==> src/rtl/pdm_deserializer.sv <==
// rtl/pdm_deserializer.sv - PDM microphone front end: bit clock generation and word capture
//
// Generates the microphone bit clock from the system clock and samples one
// (left) or two (left/right interleaved) PDM channels from dataIn. Bits are
// assembled MSB-first into WORD_LENGTH-bit words, and the word pair is offered
// on a valid/ready interface.
//
// Ports:
//   clock      in   system clock, rising-edge
//   resetN     in   asynchronous active-low reset
//   enable     in   run capture; low stops micClock and drops any partial word
//   dataIn     in   PDM data line
//   micClock   out  microphone bit clock (flop output)
//   LRSEL      out  channel select, tied to left (0)
//   leftData   out  last completed left word
//   rightData  out  last completed right word (0 in mono builds)
//   valid      out  leftData/rightData hold an unconsumed word
//   ready      in   consumer accepts the word
//   overrun    out  one-cycle pulse when an unconsumed word was overwritten
module pdm_deserializer #(
  parameter int WORD_LENGTH = 16,
  parameter int CLK_DIV     = 100,
  parameter int STEREO      = 0
) (
  input  logic                   clock,
  input  logic                   resetN,
  input  logic                   enable,
  input  logic                   dataIn,
  output logic                   micClock,
  output logic                   LRSEL,
  output logic [WORD_LENGTH-1:0] leftData,
  output logic [WORD_LENGTH-1:0] rightData,
  output logic                   valid,
  input  logic                   ready,
  output logic                   overrun
);

  localparam int DW = $clog2(CLK_DIV);
  localparam int BW = $clog2(WORD_LENGTH);

  localparam logic [DW-1:0] DIV_HALF      = DW'(CLK_DIV / 2);
  localparam logic [DW-1:0] DIV_HALF_LAST = DW'(CLK_DIV / 2 - 1);
  localparam logic [DW-1:0] DIV_LAST      = DW'(CLK_DIV - 1);
  localparam logic [BW-1:0] BIT_LAST      = BW'(WORD_LENGTH - 1);

  logic [DW-1:0]          divCount;
  logic [DW-1:0]          divNext;
  logic [BW-1:0]          bitCount;
  logic                   running;
  logic [WORD_LENGTH-1:0] leftShift;
  // The right word's last bit is taken straight from dataIn on the completion
  // edge, so only WORD_LENGTH-1 bits of history are kept.
  logic [WORD_LENGTH-2:0] rightShift;
  logic [WORD_LENGTH-1:0] leftNext;
  logic [WORD_LENGTH-1:0] rightNext;
  logic                   leftSample;
  logic                   slotEnd;
  logic                   rightSample;
  logic                   complete;

  assign LRSEL = 1'b0;

  always_comb begin
    leftSample  = enable && running && (divCount == DIV_HALF_LAST);
    slotEnd     = enable && running && (divCount == DIV_LAST);
    rightSample = (STEREO != 0) && slotEnd;
    complete    = slotEnd && (bitCount == BIT_LAST);
    leftNext    = {leftShift[WORD_LENGTH-2:0], dataIn};
    rightNext   = {rightShift, dataIn};
    // The first enabled edge only starts the clock: divCount stays at 0 so the
    // cycle after enable is sampled is the first high cycle of slot 0.
    divNext = '0;
    if (running && (divCount != DIV_LAST)) begin
      divNext = divCount + 1'b1;
    end
  end

  // Divider, bit counter and shift registers
  always_ff @(posedge clock or negedge resetN) begin
    if (!resetN) begin
      running    <= 1'b0;
      divCount   <= '0;
      micClock   <= 1'b0;
      bitCount   <= '0;
      leftShift  <= '0;
      rightShift <= '0;
    end else if (!enable) begin
      running    <= 1'b0;
      divCount   <= '0;
      micClock   <= 1'b0;
      bitCount   <= '0;
      leftShift  <= '0;
      rightShift <= '0;
    end else begin
      running  <= 1'b1;
      divCount <= divNext;
      // Registered from the next count so micClock is a clean flop output.
      micClock <= (divNext < DIV_HALF);
      if (leftSample) begin
        leftShift <= leftNext;
      end
      if (rightSample) begin
        rightShift <= rightNext[WORD_LENGTH-2:0];
      end
      if (slotEnd) begin
        bitCount <= (bitCount == BIT_LAST) ? '0 : bitCount + 1'b1;
      end
    end
  end

  // Output words and handshake; keeps working while capture is disabled.
  always_ff @(posedge clock or negedge resetN) begin
    if (!resetN) begin
      leftData  <= '0;
      rightData <= '0;
      valid     <= 1'b0;
      overrun   <= 1'b0;
    end else begin
      overrun <= 1'b0;
      if (complete) begin
        leftData <= leftShift;
        if (STEREO != 0) begin
          rightData <= rightNext;
        end
        valid   <= 1'b1;
        // An accept on the completion edge consumes the old word, so no loss.
        overrun <= valid && !ready;
      end else if (valid && ready) begin
        valid <= 1'b0;
      end
    end
  end

endmodule

==> config.mk <==
export PLATFORM = sky130hd
export DESIGN_NAME = pdm_deserializer
export DESIGN_NICKNAME = d
export VERILOG_FILES = /design/src/rtl/pdm_deserializer.sv
export SDC_FILE = /design/constraint.sdc
export NUM_CORES = 1
export LEC_CHECK = 0
export ABC_AREA = 1
export ABC_CLOCK_PERIOD_IN_PS = 3400
export BUFFER_PORTS_ARGS = -buffer_cell sky130_fd_sc_hd__buf_2
export CORE_UTILIZATION = 40
export CTS_CLUSTER_SIZE = 12
export DETAILED_ROUTE_END_ITERATION = 6
export RECOVER_POWER = 100
export SYNTH_ARGS = -nofsm -noshare
export SYNTH_HDL_FRONTEND = slang
export SYNTH_SLANG_ARGS = --single-unit
export TNS_END_PERCENT = 5
==> constraint.sdc <==
create_clock -name clock -period 3.4 [get_ports clock]
set_clock_uncertainty 0.05 [all_clocks]
set_input_delay 0.34 -clock clock [delete_from_list [all_inputs] [get_ports clock]]
set_output_delay 0.34 -clock clock [all_outputs]
set_load 0.05 [all_outputs]
### Word-level counts from Yosys, hierarchy flattened

Cells that the tools add are included.

| storage, ports and cells | value |
|---|---|
| bits in registers | 47 |
| input port bits | 5 |
| output and inout bits | 36 |
| logic and storage cells | 38 |

| operators by class | value |
|---|---|
| add/subtract/negate cells | 2 |
| order comparisons | 1 |
| equal/unequal tests | 6 |
| muxes and demuxes | 12 |
| reduce and logical (&&, ||, !) cells | 9 |

Operators with widths:

| cell | number |
|---|---|
| 16-bit two-way mux | 2 |
| 7-bit two-way mux | 2 |
| 4-bit two-way mux | 3 |
| 7-bit by 1-bit adder with 7-bit output, second input constant | 1 |
| 7-bit by 6-bit equality test with 1-bit output, second input constant | 1 |
| 7-bit equality test, second input constant | 1 |
| 1-bit logical AND | 7 |
| 7-bit by 6-bit < comparator with 1-bit output, second input constant | 1 |
| 7-bit inequality test, second input constant | 1 |
| 1-bit two-way mux | 5 |
| 4-bit by 1-bit adder with 4-bit output, second input constant | 1 |
| 4-bit equality test, second input constant | 1 |
| 2-bit by 1-bit inequality test with 1-bit output, second input constant | 2 |
| 2-bit nonzero test | 1 |
| 1-bit logical NOT | 1 |

### Logic depth before layout (Yosys ltp)

| depth | value |
|---|---|
| depth after elaboration | 5 |
| mapped depth | 9 |

### Worst setup path before layout

No wires, ideal clock.

| path | value |
|---|---|
| path type | register to register |
| start point | reg divCount[0] |
| end point | reg leftData[12] |
| data arrival time | 1.291 ns |
| setup slack | 1.939 ns |
| stages on the path, launching flop included | 10 |
| buffers on the path | 1 |
| path through | dfrtp_1 ha_1 nand2_2 nor2_4 nand2_4 inv_4 nand2_4 buf_6 nand2_1 o21ai_2 |

| on the way | value |
|---|---|
| longest elaborated chain between the ends | 3 |

Ends and longest elaborated chain:

| element | RTL line | RTL |
|---|---|---|
| start: declaration | 46 | `logic [DW-1:0] divCount;` |
| start signal: assignment | 96 | `divCount <= divNext;` |
| 7-bit equality test | 65 | `slotEnd = enable && running && (divCount == DIV_LAST);` |
| 1-bit logical AND | 65 |  |
| 1-bit logical AND | 67 | `complete = slotEnd && (bitCount == BIT_LAST);` |
| end signal: assignment | 121 | `leftData <= leftShift;` |
| end: declaration | 31 | `output logic [WORD_LENGTH-1:0] leftData,` |

Every way passes these cells.
A chain may end at the register's enable or synchronous reset.

### Final worst setup path

| path | value |
|---|---|
| start point | reg divCount[2] |
| end point | reg leftShift[0] |

| on the way | value |
|---|---|
| longest elaborated chain between the ends | 3 |

Ends and longest elaborated chain:

| element | RTL line | RTL |
|---|---|---|
| 7-bit by 6-bit equality test with 1-bit output | 64 | `leftSample = enable && running && (divCount == DIV_HALF_LAST);` |
| 1-bit logical AND | 64 |  |
| 2-bit by 1-bit inequality test with 1-bit output (no line) | - |  |
| end signal: assignment | 100 | `leftShift <= leftNext;` |
| end: declaration | 50 | `logic [WORD_LENGTH-1:0] leftShift;` |

Every way passes these cells.

==> impl_metrics.toml <==
[finish]
nNetsFinal = 254
layout-area-overhead-vs-synth_pct = 3.48
antennaDiodeCount = 0
final_util_pct = 43.5
layout-drive-gt1-share_pct = 5.28

[floorplan]
fp.dieH_um = 75.5
top_level_ports = 41
die_w_um = 75.5
start_util_pct = 42.0
coreArea_sq_mm = 0.00514
dieArea_sq_mm = 0.00570
rows = 26

[yosys]
syn_area_sq_mm = 0.00216
yosysTopAreaCell = "dfrtp_1"
yosys_warnings = 16
seq_area_frac_synth_pct = 54.5
synth_edf_count = 0
synthFlopType = "dfrtp_1"
syn_inst = 223
synth_top_area_share_pct = 54.5
ys_ff_latch = 47
synth_most_common_cell = "dfrtp_1"
synth_cell_types = 23
async_reset_ff_share_pct = 100
yosys-top-cells-count = "47 x dfrtp_1, 37 x nand2_1, 30 x inv_1"
synth_area_leaders = "dfrtp_1 54%, buf_4 6.6%, o21ai_2 6.5%"
avgSynthCellArea_sq_um = 9.68

[worst_setup_path]
reg2reg_depth = 5
cp_max_fo = 17
timing.rr.start = "divCount[2]"
critPathLaunchType = "flip-flop"
path_class = "reg2reg"
cp_data_arrival_time_ns = 2.43
crit_path_end_kind = "flip-flop"
reg2reg_to = "leftShift[0]"
required_ns = 3.55
reg2reg_slack_ns = 1.12

[outcome]
outcome = "completed"

[cts]
cts_setup_buffers = 0
cts_resized = 0
cts_buffers = 5
clock_latency_ns = 0.29
ctsHoldBuffers = 0
clkTransAtPathRegs_ns = 0.08
clockBufferDepth = 2
cts_tree = "built"
cts-root-buf = "clkbuf_8"
cts_sinks = 47
h-tree-depth = 2

[global_route]
grt_util_all_layers_pct = 13.7
grt_antenna_before_repair = 0
grt_pass1_vias = 1286
grt_first_pass_wirelength_um = 5810
grt_max_degree = 48
grt-ovfl-total = 0

[placed_design]
io_buffers = 23
place_congestion = 0.802
dp_hpwl_um = 2350

[detailed_routing]
drc = 0
first_iter_violations = 87
avgRoutedWirePerCell_um = 11.0
via_per_inst = 4.49
drtAntennaViolNets = 0
vias = 1420
drt-pass1-iter-count = 4
totalWireLength_um = 3470

[worst_hold_path]
hold_depth = 2
worstHoldEndpoint = "overrun"
hold_start = "ready"
hold_class = "in2reg"

[sta]
fin_crit_ns = 2.28
fin_crit_sh_pct = 67.0
setup_violations = 0
worst_pin_slew_ns = 1.01
slew_viol_final = 0
finalHoldViolations = 0
fin_tns_setup_ns = 0
rsz0062_at_grt = "no"
max_freq_mhz = 439
whs_ns = 0.165
slew_headroom_pct = 32.4

[power_and_ir_drop]
p_per_area_mw_per_mm2 = 458
ir_drop_v = 0.000175
leakagePower_nw = 1.03

[flow_run]
maxCapViolCount = 0
sequential cells by signal, summed over array words and instances (netlist names):
| signal | flops |
|---|---|
| divCount | 7 |
| running | 1 |
| valid | 1 |
| overrun | 1 |
| leftShift | 16 |
| bitCount | 4 |
| leftData | 16 |
| micClock | 1 |
cells by family (layout without fill, tap and decap cells):
group	Yosys count	count (layout)	share of synthesized area (%)
simple gates	75	75	15.8
buf+inv	54	61	13.9
compound gates	41	41	13.2
xor+xnor	2	2	0.811
fa+ha+maj	3	3	1.74
other cells	1	17	0.174
flops	47	47	54.5
metal layers:
metal | global-route usage [%] | up-vias | share of wire, %
met1 | 17.9 | 661 | 49
met4 | 6.17 | 0 | 1.5
met5 | 0 | - | 0
li1 | - | 727 | -
met2 | 21.6 | 28 | 46
met3 | 3.44 | 4 | 2.7
stage by stage:
step	setup slack, ns	total power, mW	instance area [sq um]	instances
2_1_floorplan	1.94	0.648	2220	239
3_3_place_gp	1.62	0.649	2240	309
3_5_place_dp	1.56	0.649	2240	309
4_1_cts	1.61	1.03	2340	316
5_1_grt	0.939	1.07	2230	316
6_report	1.12	1.02	2230	316
how the worst max path moves through the flow:
stage | to | cells after the start | start
3_5_place_dp | leftShift[0] | 7 | enable
4_1_cts | leftShift[0] | 5 | divCount[2]
5_1_grt | leftShift[0] | 5 | divCount[2]
6_report | leftShift[0] | 5 | divCount[2]
3_3_place_gp | leftShift[0] | 7 | enable
2_1_floorplan | leftData[12] | 9 | divCount[0]
final cells by class:
type                            count  area (sq um)
Tap cell                           70          87.6
Timing Repair Buffer               23          90.1
Clock buffer                        6          72.6
Multi-Input combinational cell    138           661
Fill cell                         559          2910
Inverter                           31           118
Clock inverter                      1          30.0
Sequential cell                    47          1180
critical path: stages (launching register included):
cell and delay [ns]:
dfrtp_1 0.46, nor2_1 0.23, nand4_1 0.55, nand2_1 0.68, nand3_1 0.12, o21ai_0 0.10
power by group:
group          internal, mW  leakage [nW]  total, mW  switching, mW
Clock                 0.216        0.0513      0.387          0.172
Combinational       0.00616         0.331     0.0717         0.0655
Sequential            0.562         0.650      0.564        0.00246
placed cells by master (no fill, tap or decap):
cell and instances:
dfrtp_1 47, nand2_1 39, inv_1 30, o21ai_0 23, clkbuf_1 21, nor2_1 19
conb_1 17, o22ai_1 15, nand3_1 10, clkbuf_8 5, nand4_1 3, ha_1 3
buf_2 3, xor2_1 2, nor3_1 2, a21oi_1 2, nand2_2 1, clkinvlp_2 1
nand2_4 1, o21ai_2 1, bufinv_16 1
(Power assumes the default switching activity.)
